===== src/rtl/multicycle_ctrl.sv =====
// multicycle_ctrl: main control FSM of the multicycle CPU, sequencing fetch/decode/execute/mem/writeback.
module multicycle_ctrl #(
  parameter int TIMEOUT = 255,
  parameter int TMO_W = 8
) (
  input  logic       clk_i,
  input  logic       rst_i,
  input  logic [5:0] instr_op_i,
  input  logic       mem_ready_i,
  input  logic       zero_i,
  output logic [3:0] state_o,
  output logic [5:0] ALUOp_o,
  output logic       ALUSrcA_o,
  output logic [1:0] ALUSrcB_o,
  output logic       IorD_o,
  output logic       MemRead_o,
  output logic       MemWrite_o,
  output logic       IRWrite_o,
  output logic       PCWrite_o,
  output logic       RegWrite_o,
  output logic [1:0] PCSrc_o,
  output logic       RegDst_o,
  output logic       MemtoReg_o,
  output logic       instr_done_o,
  output logic       illegal_o,
  output logic       err_o
);
  typedef enum logic [3:0] {
    IDLE, FETCH, DECODE, MEM_ADDR, MEM_RD, MEM_WB, MEM_WR,
    R_EXEC, R_WB, I_EXEC, I_WB, BRANCH, JUMP
  } state_t;
  state_t state, nxt;
  logic [TMO_W-1:0] cnt;
  logic mem_st, tmo, ok, legal;
  assign mem_st = state inside {FETCH, MEM_RD, MEM_WR};
  assign tmo = mem_st && !mem_ready_i && cnt == TMO_W'(TIMEOUT - 1);
  // reset and timeout both suppress every strobe in the current cycle
  assign ok = !rst_i && !tmo;
  assign legal = instr_op_i inside {6'b000000, 6'b100011, 6'b101011, 6'b001000,
                                    6'b001010, 6'b000100, 6'b000101, 6'b000010};
  always_comb begin
    nxt = IDLE;
    case (state)
      IDLE:     nxt = err_o ? IDLE : FETCH;
      FETCH:    nxt = mem_ready_i ? DECODE : FETCH;
      DECODE:   nxt = instr_op_i == 6'b000000 ? R_EXEC :
                      instr_op_i inside {6'b100011, 6'b101011} ? MEM_ADDR :
                      instr_op_i inside {6'b001000, 6'b001010} ? I_EXEC :
                      instr_op_i inside {6'b000100, 6'b000101} ? BRANCH :
                      instr_op_i == 6'b000010 ? JUMP : FETCH;
      MEM_ADDR: nxt = instr_op_i == 6'b101011 ? MEM_WR : MEM_RD;
      MEM_RD:   nxt = mem_ready_i ? MEM_WB : MEM_RD;
      MEM_WR:   nxt = mem_ready_i ? FETCH : MEM_WR;
      R_EXEC:   nxt = R_WB;
      I_EXEC:   nxt = I_WB;
      MEM_WB, R_WB, I_WB, BRANCH, JUMP: nxt = FETCH;
      default:  nxt = IDLE;
    endcase
    if (tmo) nxt = IDLE;
  end
  always_ff @(posedge clk_i) begin
    if (rst_i) begin
      state <= IDLE;
      cnt <= '0;
      err_o <= 1'b0;
    end else begin
      state <= nxt;
      err_o <= err_o | tmo;
      cnt <= nxt != state ? '0 :
             (mem_st && !mem_ready_i && cnt != TMO_W'(TIMEOUT)) ? cnt + TMO_W'(1) : cnt;
    end
  end
  assign state_o = state;
  assign ALUOp_o = state == R_EXEC ? 6'b000010 :
                   state == I_EXEC ? instr_op_i :
                   state == BRANCH ? 6'b000001 : 6'b000000;
  assign ALUSrcA_o = state inside {MEM_ADDR, R_EXEC, I_EXEC, BRANCH};
  assign ALUSrcB_o = state == FETCH ? 2'b01 :
                     state == DECODE ? 2'b11 :
                     state inside {MEM_ADDR, I_EXEC} ? 2'b10 : 2'b00;
  assign IorD_o = state inside {MEM_RD, MEM_WR};
  assign MemRead_o = ok && state inside {FETCH, MEM_RD};
  assign MemWrite_o = ok && state == MEM_WR;
  assign IRWrite_o = ok && state == FETCH && mem_ready_i;
  assign PCWrite_o = ok && ((state == FETCH && mem_ready_i) || state == JUMP ||
                            (state == BRANCH && (instr_op_i == 6'b000100 ? zero_i : !zero_i)));
  assign RegWrite_o = ok && state inside {MEM_WB, R_WB, I_WB};
  assign PCSrc_o = state == BRANCH ? 2'b01 : state == JUMP ? 2'b10 : 2'b00;
  assign RegDst_o = state == R_WB;
  assign MemtoReg_o = state == MEM_WB;
  assign instr_done_o = ok && (state inside {MEM_WB, R_WB, I_WB, BRANCH, JUMP} ||
                               (state == MEM_WR && mem_ready_i));
  assign illegal_o = ok && state == DECODE && !legal;
endmodule


===== config.mk =====
export PLATFORM = sky130hd
export DESIGN_NAME = multicycle_ctrl
export DESIGN_NICKNAME = d
export VERILOG_FILES = /design/src/rtl/multicycle_ctrl.sv
export SDC_FILE = /design/constraint.sdc
export NUM_CORES = 1
export LEC_CHECK = 0
export BUFFER_PORTS_ARGS = -buffer_cell sky130_fd_sc_hd__buf_4
export CORE_ASPECT_RATIO = 1.1
export CORE_MARGIN = 2
export CORE_UTILIZATION = 50
export CTS_CLUSTER_SIZE = 20
export DETAILED_ROUTE_END_ITERATION = 7
export PLACE_DENSITY_LB_ADDON = 0.3
export REMOVE_ABC_BUFFERS = 1
export SYNTH_ARGS = -nofsm -noshare
export SYNTH_HDL_FRONTEND = slang
export SYNTH_SLANG_ARGS = --single-unit

===== constraint.sdc =====
create_clock -name clk_i -period 3.4 [get_ports clk_i]
set_input_delay 0.34 -clock clk_i [delete_from_list [all_inputs] [get_ports clk_i]]
set_output_delay 0.34 -clock clk_i [all_outputs]
set_load 0.03 [all_outputs]

==> reports/qor.csv <==
metric,value,unit
multi-input logic area,910,µm²
most frequent cells in the layout,"buf_4 (35), nor2_1 (27), dfxtp_1 (13)",
initial DRC count,35,
"commonest non-fill, non-tap cell in the layout",buf_4,
gr ovfl total,0,
drt wl/cell,15.0,µm
Total Die Area,2900,µm²
Post-synth EDFFs,0,
Reg area,260,µm²
final worst-path cycle share,0.828,
PwrDens,267,nW/µm²
drt via density,6.06,
ys async rst share,0,
clock latency on the worst-skew pair,280,ps
Final Skew,5.10,ps
synthesized cell area,1240,µm²
Clock Sinks,13,
worst min path class,input port to flip-flop,
Yosys cell types,46,
Yosys top cell by area,dfxtp_1,
share of layout cells above drive strength 1,0.228,
"Top FF cell, synth",dfxtp_1,
CTS tree,done,
Final ANT Viol Nets,0,
Post-Route WL,3470,µm
Clock Tree Buf Depth,2,
crit end category,output port,
Final Setup Violations,0,
register area share after synthesis,0.209,
Slew headroom,0.469,
Max Clock Freq,355,MHz
crit path cell chain,nor2b_1 -> o21a_1 -> a21o_1 -> nor4_1 -> buf_4,
Vias,1407,
DRC viols,0,
Ports,36,
Overall Power,405,µW
clk slew on worst S/H paths,80,ps
antenna violations before repair,0,
first-pass GRT wire length,5530,µm
row count,18,
layout filler cell count,225,
Setup WS pre-CTS,939,ps
number of diodes,0,
max-slew violations,0,
slowest stage cell on the critical path,dfxtp_1,
synth top area cells,"dfxtp_1 (21%), nor2_1 (8.1%), a21oi_1 (4.4%), nor3b_1 (4.2%), xnor2_1 (4.2%)",
status,"finished, final reports clean",
endpoints failing hold,0,
cts-stage hold buffer count,0,
post-synth top area share,0.209,
WP data arrival,2480,ps
largest net degree at the start of global routing,27,
worst-margin pin slew,795,ps
IO buf count,35,
die height,56.3,µm
LEAKAGE,0.000573,µW
Core Region,2300,µm²
unrepaired setup endpoints after global routing,no,
Buf/Inv on CP,1,
CTS H-tree lvls,1,
setup TNS,0,ps
Layout area overhead,22.1,%
vias in the first global route,1210,
#FFs+latches synth,13,
max_cap viols,0,
NumNets Final,215,
crit path time final,2820,ps
CP top delay family,flip-flops,
Mapped Cells,173,
CTS Buf Count,3,
CP peak stage delay,830,ps
"critical path fanouts, max",26,
total track usage,0.243,
Syn Area/Cell,7.19,µm²
Yosys warning count,0,
clock root cell,clkbuf_4,
post_cts resized,0,
CP Launch Type,flip-flop,
"Req. time, crit path",3060,ps
Starting Density,0.541,
Crit Path Class,flip-flop to output port,
chip width,51.6,µm
DRT Pass-1 Iters,6,
Peak supply drop,232,µV
routability cong.,0.884,
final worst slack,584,ps
post-CTS setup buffer count,0,
DP HPWL,2550,µm
power breakdown:
part           internal, µW  switching (µW)  total (µW)
sequential              155            16.4         172
clock                  45.5            48.8        94.3
combinational          54.7            84.6         139
total                   256             150         405
stage by stage:
| step | cell area, µm² | hold WS, ps | util | cells |
|---|---|---|---|---|
| 3_3_place_gp | 1490 | 500 | 0.650 | 228 |
| 6_report | 1520 | 245 | 0.661 | 232 |
| 5_1_grt | 1520 | 243 | 0.661 | 232 |
| 2_1_floorplan | 1190 | 409 | - | 163 |
| 3_5_place_dp | 1490 | 507 | 0.650 | 228 |
| 4_1_cts | 1520 | 242 | 0.661 | 232 |
synth_stat cells (2+ instances only):
cell and instances:
a21boi_0 2, buf_2 2, nand3_1 7, nor2b_1 8, a21o_1 3, nor3_1 7, o211ai_1 2, a311oi_1 2
mux2i_1 3, nand2b_1 6, a211oi_1 2, a31oi_1 2, nor3b_1 7, a21oi_1 11, nor4_1 6, o21ai_0 4
dfxtp_1 13, clkbuf_1 5, nand2_1 11, ha_1 2, and3_1 6, o31a_1 2, nor2_1 27, inv_1 6
xnor2_1 6
sequential cells by signal (all words and copies together), names as in the netlist:
| name | cells |
|---|---|
| err_o | 1 |
| state_o | 4 |
| cnt | 8 |
worst reg2reg max path: stages (launching register included):
cell and delay, ps:
dfxtp_1 840, or4b_1 280, a31oi_1 70, a2111oi_2 440
mux2i_2 490, nor3b_1 110
per-layer routing:
| metal | track usage | wire length (µm) |
|---|---|---|
| met5 | 0 | 0 |
| met4 | 0.0902 | 79 |
| met3 | 0.0319 | 263 |
| met2 | 0.436 | 1740 |
| met1 | 0.287 | 1390 |
path summary, 6_finish.rpt:
| kind | from | endpoint | slack, ps | cells after the start |
|---|---|---|---|---|
| max reg2reg | state_o[2]$_SDFF_PP0_ | cnt[6]$_SDFFE_PP0P_ | 1050 | 5 |
| max | state_o[0]$_SDFF_PP0_ | illegal_o | 580 | 5 |
| min | rst_i | err_o$_SDFF_PP0_ | 240 | 2 |
| min reg2reg | err_o$_SDFF_PP0_ | err_o$_SDFF_PP0_ | 520 | 2 |
logic make-up after synthesis:
logic type      synth area share
mux                       0.0352
fa+ha+maj                 0.0201
simple gates               0.404
compound gates             0.229
buf+inv                   0.0594
flops                      0.209
xor+xnor                  0.0423
layout make-up:
| type | count | area share |
|---|---|---|
| multi-input combinational | 144 | 0.599 |
| tap | 30 | 0.0247 |
| sequential | 13 | 0.171 |
| inverter | 6 | 0.0148 |
| timing repair buffer | 35 | 0.173 |
| clock buffer | 4 | 0.0173 |
Note: power is estimated with default switching activity, not from simulation.
